==> src/rtl/online_mul_datapath.sv <==
// rtl/online_mul_datapath.sv - radix-2 online (MSD-first) signed-digit multiplier datapath
//
// Purpose: consumes one x digit and one y digit per enabled step and produces
// one product digit per step after DELTA warm-up steps. The outer handshake
// belongs to the multiplier top level.
//
// Ports:
//   clk, rst        rising-edge clock, synchronous active-high reset
//   start           begin a new product (ignored while busy)
//   en              step enable, en=0 stalls every register
//   x_dig, y_dig    operand digits: 2'b10=+1, 2'b01=-1, 2'b00/2'b11=0
//   busy            product in progress
//   p_dig, p_vd     registered product digit and its valid flag
//   done            one-cycle pulse alongside the last product digit
//
// Optional build macro ONLINE_MUL_DBG_EN adds:
//   dbg_w           current residual W
//   dbg_bad         sticky flag: a 2'b11 digit was sampled (cleared by rst/start)

module online_mul_datapath #(
    parameter int NDIG  = 8,
    parameter int DELTA = 3
) (
    input  logic                  clk,
    input  logic                  rst,
    input  logic                  start,
    input  logic                  en,
    input  logic [1:0]            x_dig,
    input  logic [1:0]            y_dig,
    output logic                  busy,
    output logic [1:0]            p_dig,
    output logic                  p_vd,
    output logic                  done
`ifdef ONLINE_MUL_DBG_EN
    ,
    output logic [NDIG+DELTA+2:0] dbg_w,
    output logic                  dbg_bad
`endif
);

    // Residual: 3 integer bits (incl. sign) + NDIG+DELTA fractional bits.
    localparam int FW = NDIG + DELTA;
    localparam int WW = FW + 3;
    // Operands: sign bit + NDIG fractional bits (|X|,|Y| < 1).
    localparam int OW = NDIG + 1;
    // Selector sum SX+SY may reach magnitude < 2: one extra integer bit.
    localparam int SW = OW + 1;
    localparam int KW = $clog2(NDIG + DELTA + 1);

    localparam logic [KW-1:0] K_NDIG  = KW'(NDIG);
    localparam logic [KW-1:0] K_DELTA = KW'(DELTA);
    localparam logic [KW-1:0] K_LAST  = KW'(NDIG + DELTA);
    localparam logic [WW-1:0] ONE_W   = {3'b001, {FW{1'b0}}};

    typedef enum logic {
        S_IDLE = 1'b0,
        S_RUN  = 1'b1
    } state_t;

    state_t state, state_next;

    logic [KW-1:0] k;
    logic [OW-1:0] x_reg, y_reg;
    logic [WW-1:0] w_reg;

    logic          in_digits, warm;
    logic [KW-1:0] sh;
    logic [OW-1:0] ulp;
    logic          xp, xn, yp, yn;
    logic [OW-1:0] x_inc, y_inc, x_new, y_new;
    logic [OW-1:0] sx, sy;
    logic [SW-1:0] sel_sum;
    logic [WW-1:0] v, w_next;
    logic signed [3:0] vh;
    logic          p_pos, p_neg;
    logic [1:0]    p_code;

    // ------------------------------------------------------------------
    // Control FSM
    // ------------------------------------------------------------------
    always_ff @(posedge clk) begin
        if (rst) begin
            state <= S_IDLE;
        end else begin
            state <= state_next;
        end
    end

    always_comb begin
        state_next = state;
        case (state)
            S_IDLE: if (start)                state_next = S_RUN;
            S_RUN:  if (en && (k == K_LAST))  state_next = S_IDLE;
            default:                          state_next = S_IDLE;
        endcase
    end

    assign busy = (state == S_RUN);

    // ------------------------------------------------------------------
    // Step datapath
    // ------------------------------------------------------------------
    always_comb begin
        in_digits = (k <= K_NDIG);
        warm      = (k <= K_DELTA);
        // Weight 2^-k in operand LSB units; sh is only meaningful while digits are consumed.
        sh        = K_NDIG - k;
        ulp       = in_digits ? (OW'(1) << sh) : '0;

        xp = in_digits && (x_dig == 2'b10);
        xn = in_digits && (x_dig == 2'b01);
        yp = in_digits && (y_dig == 2'b10);
        yn = in_digits && (y_dig == 2'b01);

        x_inc = xp ? ulp : (xn ? -ulp : '0);
        y_inc = yp ? ulp : (yn ? -ulp : '0);
        x_new = x_reg + x_inc;
        y_new = y_reg + y_inc;

        // SX uses the updated Y, SY the not-yet-updated X.
        sx = xp ? y_new : (xn ? -y_new : '0);
        sy = yp ? x_reg : (yn ? -x_reg : '0);
        sel_sum = {sx[OW-1], sx} + {sy[OW-1], sy};

        // The 2^-DELTA scaling is free: an NDIG-fraction value sits at the
        // bottom of the NDIG+DELTA-fraction residual already shifted by DELTA.
        v  = {w_reg[WW-2:0], 1'b0} + {{(WW-SW){sel_sum[SW-1]}}, sel_sum};
        // Top 4 bits = V truncated toward -inf to half-unit resolution.
        vh = v[WW-1:WW-4];

        p_pos = !warm && (vh >= 4'sd1);
        p_neg = !warm && (vh <= -4'sd2);

        w_next = p_pos ? (v - ONE_W) : (p_neg ? (v + ONE_W) : v);
        p_code = p_pos ? 2'b10 : (p_neg ? 2'b01 : 2'b00);
    end

    always_ff @(posedge clk) begin
        if (rst) begin
            k     <= '0;
            x_reg <= '0;
            y_reg <= '0;
            w_reg <= '0;
            p_dig <= 2'b00;
            p_vd  <= 1'b0;
            done  <= 1'b0;
        end else begin
            p_vd <= 1'b0;
            done <= 1'b0;
            if (state == S_IDLE) begin
                if (start) begin
                    k     <= KW'(1);
                    x_reg <= '0;
                    y_reg <= '0;
                    w_reg <= '0;
                end
            end else if (en) begin
                x_reg <= x_new;
                y_reg <= y_new;
                w_reg <= w_next;
                p_dig <= p_code;
                p_vd  <= !warm;
                done  <= (k == K_LAST);
                if (k != K_LAST) begin
                    k <= k + KW'(1);
                end
            end
        end
    end

`ifdef ONLINE_MUL_DBG_EN
    assign dbg_w = w_reg;

    always_ff @(posedge clk) begin
        if (rst || ((state == S_IDLE) && start)) begin
            dbg_bad <= 1'b0;
        end else if (busy && en && in_digits && ((x_dig == 2'b11) || (y_dig == 2'b11))) begin
            dbg_bad <= 1'b1;
        end
    end
`endif

endmodule

==> config.mk <==
export PLATFORM = sky130hd
export DESIGN_NAME = online_mul_datapath
export DESIGN_NICKNAME = d
export VERILOG_FILES = /design/src/rtl/online_mul_datapath.sv
export SDC_FILE = /design/constraint.sdc
export NUM_CORES = 1
export LEC_CHECK = 0
export CAP_MARGIN = 20
export CORE_ASPECT_RATIO = 0.5
export CORE_MARGIN = 1
export CORE_UTILIZATION = 40
export CTS_BUF_LIST = sky130_fd_sc_hd__clkbuf_8
export CTS_CLUSTER_SIZE = 8
export DETAILED_ROUTE_END_ITERATION = 10
export GPL_TIMING_DRIVEN = 0
export PLACE_DENSITY = 0.57
export SYNTH_ARGS = -nofsm -noshare
export SYNTH_HDL_FRONTEND = slang
export SYNTH_SLANG_ARGS = --single-unit
export TNS_END_PERCENT = 50
==> constraint.sdc <==
create_clock -name clk -period 11 [get_ports clk]
set_input_delay 3.3 -clock clk [delete_from_list [all_inputs] [get_ports clk]]
set_output_delay 3.3 -clock clk [all_outputs]
set_load 0.02 [all_outputs]
## After elaboration in Yosys (flattened, before gate mapping)

Cells that the tools add are included.

| operators by class | value |
|---|---|
| equality and inequality tests | 8 |
| shifts and indexed selects | 1 |
| bitwise operators | 2 |
| mux-type cells | 28 |
| add/subtract/negate cells | 11 |
| reduce and logical (&&, ||, !) cells | 13 |
| order comparisons | 4 |

Operators with widths:

| operator | number |
|---|---|
| 9-bit 2-to-1 mux | 14 |
| 13-bit 2-to-1 mux | 5 |
| 9-bit negator | 3 |
| 9-bit adder | 2 |
| 4-bit 2-to-1 mux | 4 |
| 14-bit adder | 1 |
| 13-bit by 12-bit adder with 13-bit output (second input constant) | 1 |
| 13-bit by 12-bit subtractor with 13-bit output (second input constant) | 1 |
| 9-bit by 9-bit adder with 10-bit output | 1 |
| 1-bit by 4-bit << shifter with 9-bit output (first input constant) | 1 |
| 4-bit by 2-bit less-or-equal comparator with 1-bit output (second input constant) | 2 |
| 1-bit logical AND | 7 |
| 4-bit by 1-bit adder with 4-bit output (second input constant) | 1 |
| 2-bit by 1-bit equality test with 1-bit output (second input constant) | 2 |
| 2-bit equality test (second input constant) | 2 |
| 4-bit equality test (second input constant) | 1 |
| 4-bit by 2-bit >= comparator with 1-bit output (second input constant) | 1 |
| 4-bit less-or-equal comparator (second input constant) | 1 |
| 4-bit inequality test (second input constant) | 1 |
| 2-bit AND reduction | 2 |
| 4-bit subtractor (first input constant) | 1 |
| 1-bit 2-to-1 mux | 3 |
| 3-bit AND reduction | 1 |
| 3-bit OR reduction | 1 |
| 7 further kinds | 8 |

| storage, ports and cells | value |
|---|---|
| register bits | 40 |
| output and inout port bits | 5 |
| input bits | 8 |

## Longest topological paths before layout

| logic depth | value |
|---|---|
| depth after elaboration | 18 |
| gate-level depth with buffers | 35 |
| depth with buffers taken out | 33 |

## Worst setup path after synthesis

No wires, ideal clock.

| timing | value |
|---|---|
| path kind | in2reg |
| start | in y_dig[0] |
| end | reg w_reg[11] |
| data required time | 10.921 ns |
| library setup time | 0.079 ns |
| arrival time | 8.883 ns |
| stages | 29 |
| setup slack | 2.037 ns |
| cell sequence | nor2b_1 and2_1 clkbuf_1 clkbuf_1 nor2_1 nor2_1 ha_1 fa_1 a211oi_1 nor2_1 o31ai_1 a21oi_1 xor2_1 xnor2_1 xnor2_1 o22ai_1 ha_1 or3b_1 a21o_1 nand2_1 ha_1 buf_1 a21oi_1 o21ai_0 a31oi_1 xnor2_1 o311ai_2 mux2_4 a211oi_2 |

| between the ends | value |
|---|---|
| longest elaborated chain between the ends | 16 |
| elaborated cells between the ends (all ways) | 24 |
| those cells by class | 6 x add/sub; 2 x order compare; 2 x eq/ne; 10 x mux; 4 x reduce/logical |

RTL lines:

| element | line | text |
|---|---|---|
| from (decl) | 29 | `input logic [1:0] y_dig,` |
| 2-bit by 1-bit equality test with 1-bit output | 113 | `yn = in_digits && (y_dig == 2'b01);` |
| 1-bit logical AND | 113 |  |
| 9-bit 2-to-1 mux (2 in a row) | 116 | `y_inc = yp ? ulp : (yn ? -ulp : '0);` |
| 9-bit adder | 118 | `y_new = y_reg + y_inc;` |
| 9-bit negator | 121 | `sx = xp ? y_new : (xn ? -y_new : '0);` |
| 9-bit 2-to-1 mux (2 in a row) | 121 |  |
| 9-bit by 9-bit adder with 10-bit output (*) | 123 | `sel_sum = {sx[OW-1], sx} + {sy[OW-1], sy};` |
| 14-bit adder (*) | 127 | `v = {w_reg[WW-2:0], 1'b0} + {{(WW-SW){sel_sum[SW-1]}}, sel_sum};` |
| branches (longest 3 deep; another with 13-bit by 12-bit adder with 13-bit output) | - |  |
| 13-bit 2-to-1 mux (*) | 134 | `w_next = p_pos ? (v - ONE_W) : (p_neg ? (v + ONE_W) : v);` |
| 13-bit 2-to-1 mux (*) | 157 | `end else if (en) begin` |
| 13-bit 2-to-1 mux (*) | 150 | `if (state == S_IDLE) begin` |
| to (signal assigned) | 160 | `w_reg <= w_next;` |
| to (decl) | 64 | `logic [WW-1:0] w_reg;` |

Every way passes the cells marked *. The select of a mux whose other input is x is not followed.
A chain may end at the register's enable or synchronous reset.

## Final worst setup path

| timing | value |
|---|---|
| start | in y_dig[1] |
| end | reg w_reg[11] |

The elaborated chain is that of the path after synthesis.

==> metrics.txt <==
# TYPE chip_impl_metric gauge
chip_impl_info{name="root_buffer",value="sky130_fd_sc_hd__clkbuf_8"} 1
chip_impl_metric{name="wl_met1",unit="um"} 6136
chip_impl_metric{name="design.die.area",unit="mm^2"} 0.01107
chip_impl_metric{name="final.fill_count",unit=""} 1064
chip_impl_info{name="tritoncts_clock_tree",value="done"} 1
chip_impl_metric{name="maxCapViolCount",unit=""} 0
chip_impl_info{name="critical_path.startpoint_type",value="input port"} 1
chip_impl_info{name="timing.setup.critical_path_class",value="input port to flop"} 1
chip_impl_metric{name="drc",unit=""} 0
chip_impl_metric{name="port_buffers",unit=""} 11
chip_impl_metric{name="cts_max_level",unit=""} 2
chip_impl_info{name="crit_path_frequent_cell",value="sky130_fd_sc_hd__nor2_1"} 1
chip_impl_metric{name="drive_above_1_share",unit=""} 0.06294
chip_impl_info{name="synth-main-ff-cell",value="sky130_fd_sc_hd__dfxtp_1"} 1
chip_impl_metric{name="route.final.wire_length",unit="um"} 11470
chip_impl_metric{name="critical-path-max-stage-delay",unit="ps"} 650
chip_impl_metric{name="gp_congestion",unit=""} 0.8738
chip_impl_metric{name="dr_wl_met3",unit="um"} 683
chip_impl_info{name="dr.max_layer_used",value="met4"} 1
chip_impl_metric{name="placeable_core_region",unit="mm^2"} 0.01028
chip_impl_metric{name="syn-cell-area",unit="mm^2"} 0.004250
chip_impl_metric{name="post_cts_buffers",unit=""} 0
chip_impl_metric{name="finalHoldViolations",unit=""} 0
chip_impl_metric{name="synth.net_count",unit=""} 615
chip_impl_metric{name="ys_ff_latch",unit=""} 40
chip_impl_metric{name="finalCoreUtilization",unit=""} 0.4518
chip_impl_metric{name="routedWlPerCell",unit="um"} 16.11
chip_impl_metric{name="fp.dieW",unit="um"} 147.8
chip_impl_metric{name="seq_area_frac_synth",unit=""} 0.1884
chip_impl_metric{name="setup_viol",unit=""} 0
chip_impl_metric{name="wl_met2",unit="um"} 4527
chip_impl_metric{name="synth_cell_type_count",unit=""} 66
chip_impl_metric{name="critical_path_arrival",unit="ps"} 10530
chip_impl_metric{name="path_max_fanout",unit=""} 10
chip_impl_metric{name="track_usage",unit=""} 0.2167
chip_impl_metric{name="chipHeight",unit="um"} 74.89
chip_impl_metric{name="slew_limit_fails",unit=""} 0
chip_impl_metric{name="worst-slew-pin-transition",unit="ps"} 1124
chip_impl_metric{name="clock-skew-final",unit="ps"} 18.33
chip_impl_metric{name="clock_path_buffers",unit=""} 2
chip_impl_metric{name="ir_drop",unit="mV"} 0.04067
chip_impl_info{name="crit_path_max_delay_family",value="simple AND/OR/NAND/NOR gates"} 1
chip_impl_info{name="post_synth_main_area_contributors",value="sky130_fd_sc_hd__dfxtp_1 (19%), sky130_fd_sc_hd__ha_1 (15%), sky130_fd_sc_hd__nor2_1 (5.9%)"} 1
chip_impl_info{name="min_path_type",value="flop to flop"} 1
chip_impl_metric{name="top_level_ports",unit=""} 13
chip_impl_metric{name="numCtsBuffers",unit=""} 5
chip_impl_metric{name="grt_start_max_net_pins",unit=""} 13
chip_impl_metric{name="detail-route-antenna-nets",unit=""} 0
chip_impl_metric{name="antennaDiodeCount",unit=""} 0
chip_impl_metric{name="post-route-period-util",unit=""} 0.9365
chip_impl_info{name="layout.cells.most_common_list",value="sky130_fd_sc_hd__nor2_1 (67), sky130_fd_sc_hd__nand2_1 (56), sky130_fd_sc_hd__ha_1 (50)"} 1
chip_impl_metric{name="initial_utilization",unit=""} 0.4135
chip_impl_metric{name="cts.clk_slew.worst_paths",unit="ps"} 80
chip_impl_metric{name="final.min_clock_period",unit="ps"} 10300
chip_impl_metric{name="yosys.area.top_type_share",unit=""} 0.1884
chip_impl_metric{name="num-nets-final",unit=""} 633
chip_impl_metric{name="worstPathRequired",unit="ps"} 11220
chip_impl_metric{name="async_flop_share",unit=""} 0
chip_impl_metric{name="synth_enable_flop_cells",unit=""} 0
chip_impl_metric{name="postSynthCellCount",unit=""} 553
chip_impl_metric{name="cellPowerDensity",unit="mW/mm^2"} 97.20
chip_impl_info{name="critPathCaptureType",value="flop"} 1
chip_impl_metric{name="slew_headroom",unit=""} 0.2451
chip_impl_metric{name="dpl.hpwl",unit="um"} 8753
chip_impl_metric{name="largest_reg_flops",unit=""} 13
chip_impl_metric{name="vias_in_the_first_global_route",unit=""} 3464
chip_impl_metric{name="grt_first_pass_wirelength",unit="um"} 18220
chip_impl_info{name="layout.cells.most_common",value="sky130_fd_sc_hd__nor2_1"} 1
chip_impl_info{name="result_of_the_run",value="finished clean"} 1
chip_impl_metric{name="synthesis.yosys.warnings",unit=""} 0
chip_impl_info{name="grt_setup_unrepaired",value="false"} 1
chip_impl_metric{name="area_growth",unit="%"} 9.273
chip_impl_metric{name="routed-via-count",unit=""} 4005
chip_impl_metric{name="number_of_antenna_violations_at_the_first_check_in_global_routing",unit=""} 0
chip_impl_metric{name="critical_path_buf_inv_count",unit=""} 3
chip_impl_metric{name="leakagePower",unit="nW"} 1.936
chip_impl_metric{name="cts.sink_count",unit=""} 40
chip_impl_metric{name="detailedRoute.firstPassIterationCount",unit=""} 4
chip_impl_metric{name="achievable-frequency",unit="GHz"} 0.09707
chip_impl_metric{name="sum_of_overflow_across_all_layers_after_global_routing",unit=""} 0
chip_impl_metric{name="setup_total_negative_slack",unit="ps"} 0
chip_impl_info{name="crit_path_top_delay_cell",value="sky130_fd_sc_hd__nor3b_2"} 1
chip_impl_metric{name="insertion_delay",unit="ps"} 320
chip_impl_metric{name="row_count",unit=""} 26
chip_impl_metric{name="routed_via_density",unit=""} 5.625
chip_impl_metric{name="syn_avg_cell_area",unit="um^2"} 7.686
chip_impl_metric{name="dr.first_iter.drc_count",unit=""} 214
chip_impl_info{name="synth_top_area_cell",value="sky130_fd_sc_hd__dfxtp_1"} 1
where the power goes:
group | switching [mW] | total, mW | internal, mW
combinational | 0.104 | 0.171 | 0.0673
sequential | 0.00392 | 0.152 | 0.148
clock | 0.0617 | 0.128 | 0.0667
total | 0.170 | 0.451 | 0.282
synthesized netlist by cell type, types with 2 or more instances:
master	count
sky130_fd_sc_hd__a211oi_1	8
sky130_fd_sc_hd__a211oi_2	4
sky130_fd_sc_hd__a21boi_0	3
sky130_fd_sc_hd__a21o_1	9
sky130_fd_sc_hd__a21oi_1	37
sky130_fd_sc_hd__a22o_1	5
sky130_fd_sc_hd__a22oi_1	14
sky130_fd_sc_hd__a311oi_1	2
sky130_fd_sc_hd__a31o_2	2
sky130_fd_sc_hd__a31oi_1	3
sky130_fd_sc_hd__a32o_1	3
sky130_fd_sc_hd__a32oi_1	3
sky130_fd_sc_hd__and2_1	5
sky130_fd_sc_hd__and3_1	4
sky130_fd_sc_hd__buf_2	2
sky130_fd_sc_hd__clkbuf_1	15
sky130_fd_sc_hd__dfxtp_1	40
sky130_fd_sc_hd__fa_1	4
sky130_fd_sc_hd__ha_1	50
sky130_fd_sc_hd__inv_1	25
sky130_fd_sc_hd__mux2i_1	3
sky130_fd_sc_hd__nand2_1	56
sky130_fd_sc_hd__nand2b_1	9
sky130_fd_sc_hd__nand3_1	5
sky130_fd_sc_hd__nand3b_1	2
sky130_fd_sc_hd__nand4_1	3
sky130_fd_sc_hd__nor2_1	67
sky130_fd_sc_hd__nor2b_1	7
sky130_fd_sc_hd__nor3_1	17
sky130_fd_sc_hd__nor3b_1	4
sky130_fd_sc_hd__o211ai_1	3
sky130_fd_sc_hd__o21a_1	8
sky130_fd_sc_hd__o21ai_0	47
sky130_fd_sc_hd__o21ai_1	2
sky130_fd_sc_hd__o21bai_1	5
sky130_fd_sc_hd__o22ai_1	10
sky130_fd_sc_hd__o311ai_2	2
sky130_fd_sc_hd__o31ai_1	3
sky130_fd_sc_hd__or2_2	2
sky130_fd_sc_hd__or3_1	4
sky130_fd_sc_hd__or3_4	2
sky130_fd_sc_hd__xnor2_1	23
sky130_fd_sc_hd__xor2_1	8
layout make-up:
type | instances | area (um^2) | share of cell area
buffer | 18 | 71.32 | 0.01536
clock buffer | 5 | 68.82 | 0.01482
clock inverter | 3 | 38.79 | 0.008351
inverter | 25 | 93.84 | 0.02020
multi-input combinational | 470 | 3286 | 0.7074
sequential | 40 | 800.8 | 0.1724
tap | 140 | 175.2 | 0.03772
timing repair buffer | 11 | 110.1 | 0.02371
cell families after synthesis:
logic type	share of synthesized area
and+or+nand+nor	0.2125
muxes	0.01590
buffers and inverters	0.03856
adders and majority gates	0.1660
xor gates and xnor gates	0.07801
DFF	0.1884
AOI/OAI and AO/OA	0.3006
worst reg2reg max path: cells and delay by family (launching register included):
kind            cells  cell delay [ps]
flops               1              410
buf+inv             3              820
xor+xnor            2              320
fa+ha+maj           5             1390
compound gates      9             1820
simple gates       11             2880
mux                 1              340
per-stage QoR:
stage / cell area [um^2] / instances / hold WS, ps / total power [mW] / setup WS (ps)
after global routing: 4644 / 712 / 490.7 / 0.4827 / 57.52
final: 4644 / 712 / 460.3 / 0.4514 / 698.1
after floorplan: 4250 / 553 / 431.5 / 0.2861 / 2037
after CTS: 4643 / 712 / 460.3 / 0.4540 / 646.6
after global placement: 4536 / 704 / 446.0 / 0.3230 / 406.8
after detailed placement: 4536 / 704 / 449.2 / 0.3237 / 359.9
worst paths after layout:
path	start	end	slack [ps]	cells after the start
setup / recovery	y_dig[1]	w_reg[11]$_SDFFE_PP0P_	700	28
hold / removal	p_dig[0]$_SDFFE_PP0P_	p_dig[0]$_SDFFE_PP0P_	460	2
setup reg to reg	k[0]$_SDFFE_PP0P_	w_reg[11]$_SDFFE_PP0P_	2950	31
hold reg to reg	p_dig[0]$_SDFFE_PP0P_	p_dig[0]$_SDFFE_PP0P_	460	2
layer usage:
| layer | up-vias | global-route usage |
|---|---|---|
| li1 | 2045 | - |
| met1 | 1840 | 0.3176 |
| met2 | 110 | 0.3276 |
| met3 | 10 | 0.04364 |
| met4 | 0 | 0.04582 |
| met5 | - | 0 |
what timing repair did:
| item | in CTS | in global routing |
|---|---|---|
| endpoints found under the setup margin | 0 | 1 |
| endpoints found under the hold margin | 0 | 0 |
| resized for setup | 0 | 2 |
| hold buffers | 0 | 0 |
No activity file was read; power rests on OpenSTA's default activity.
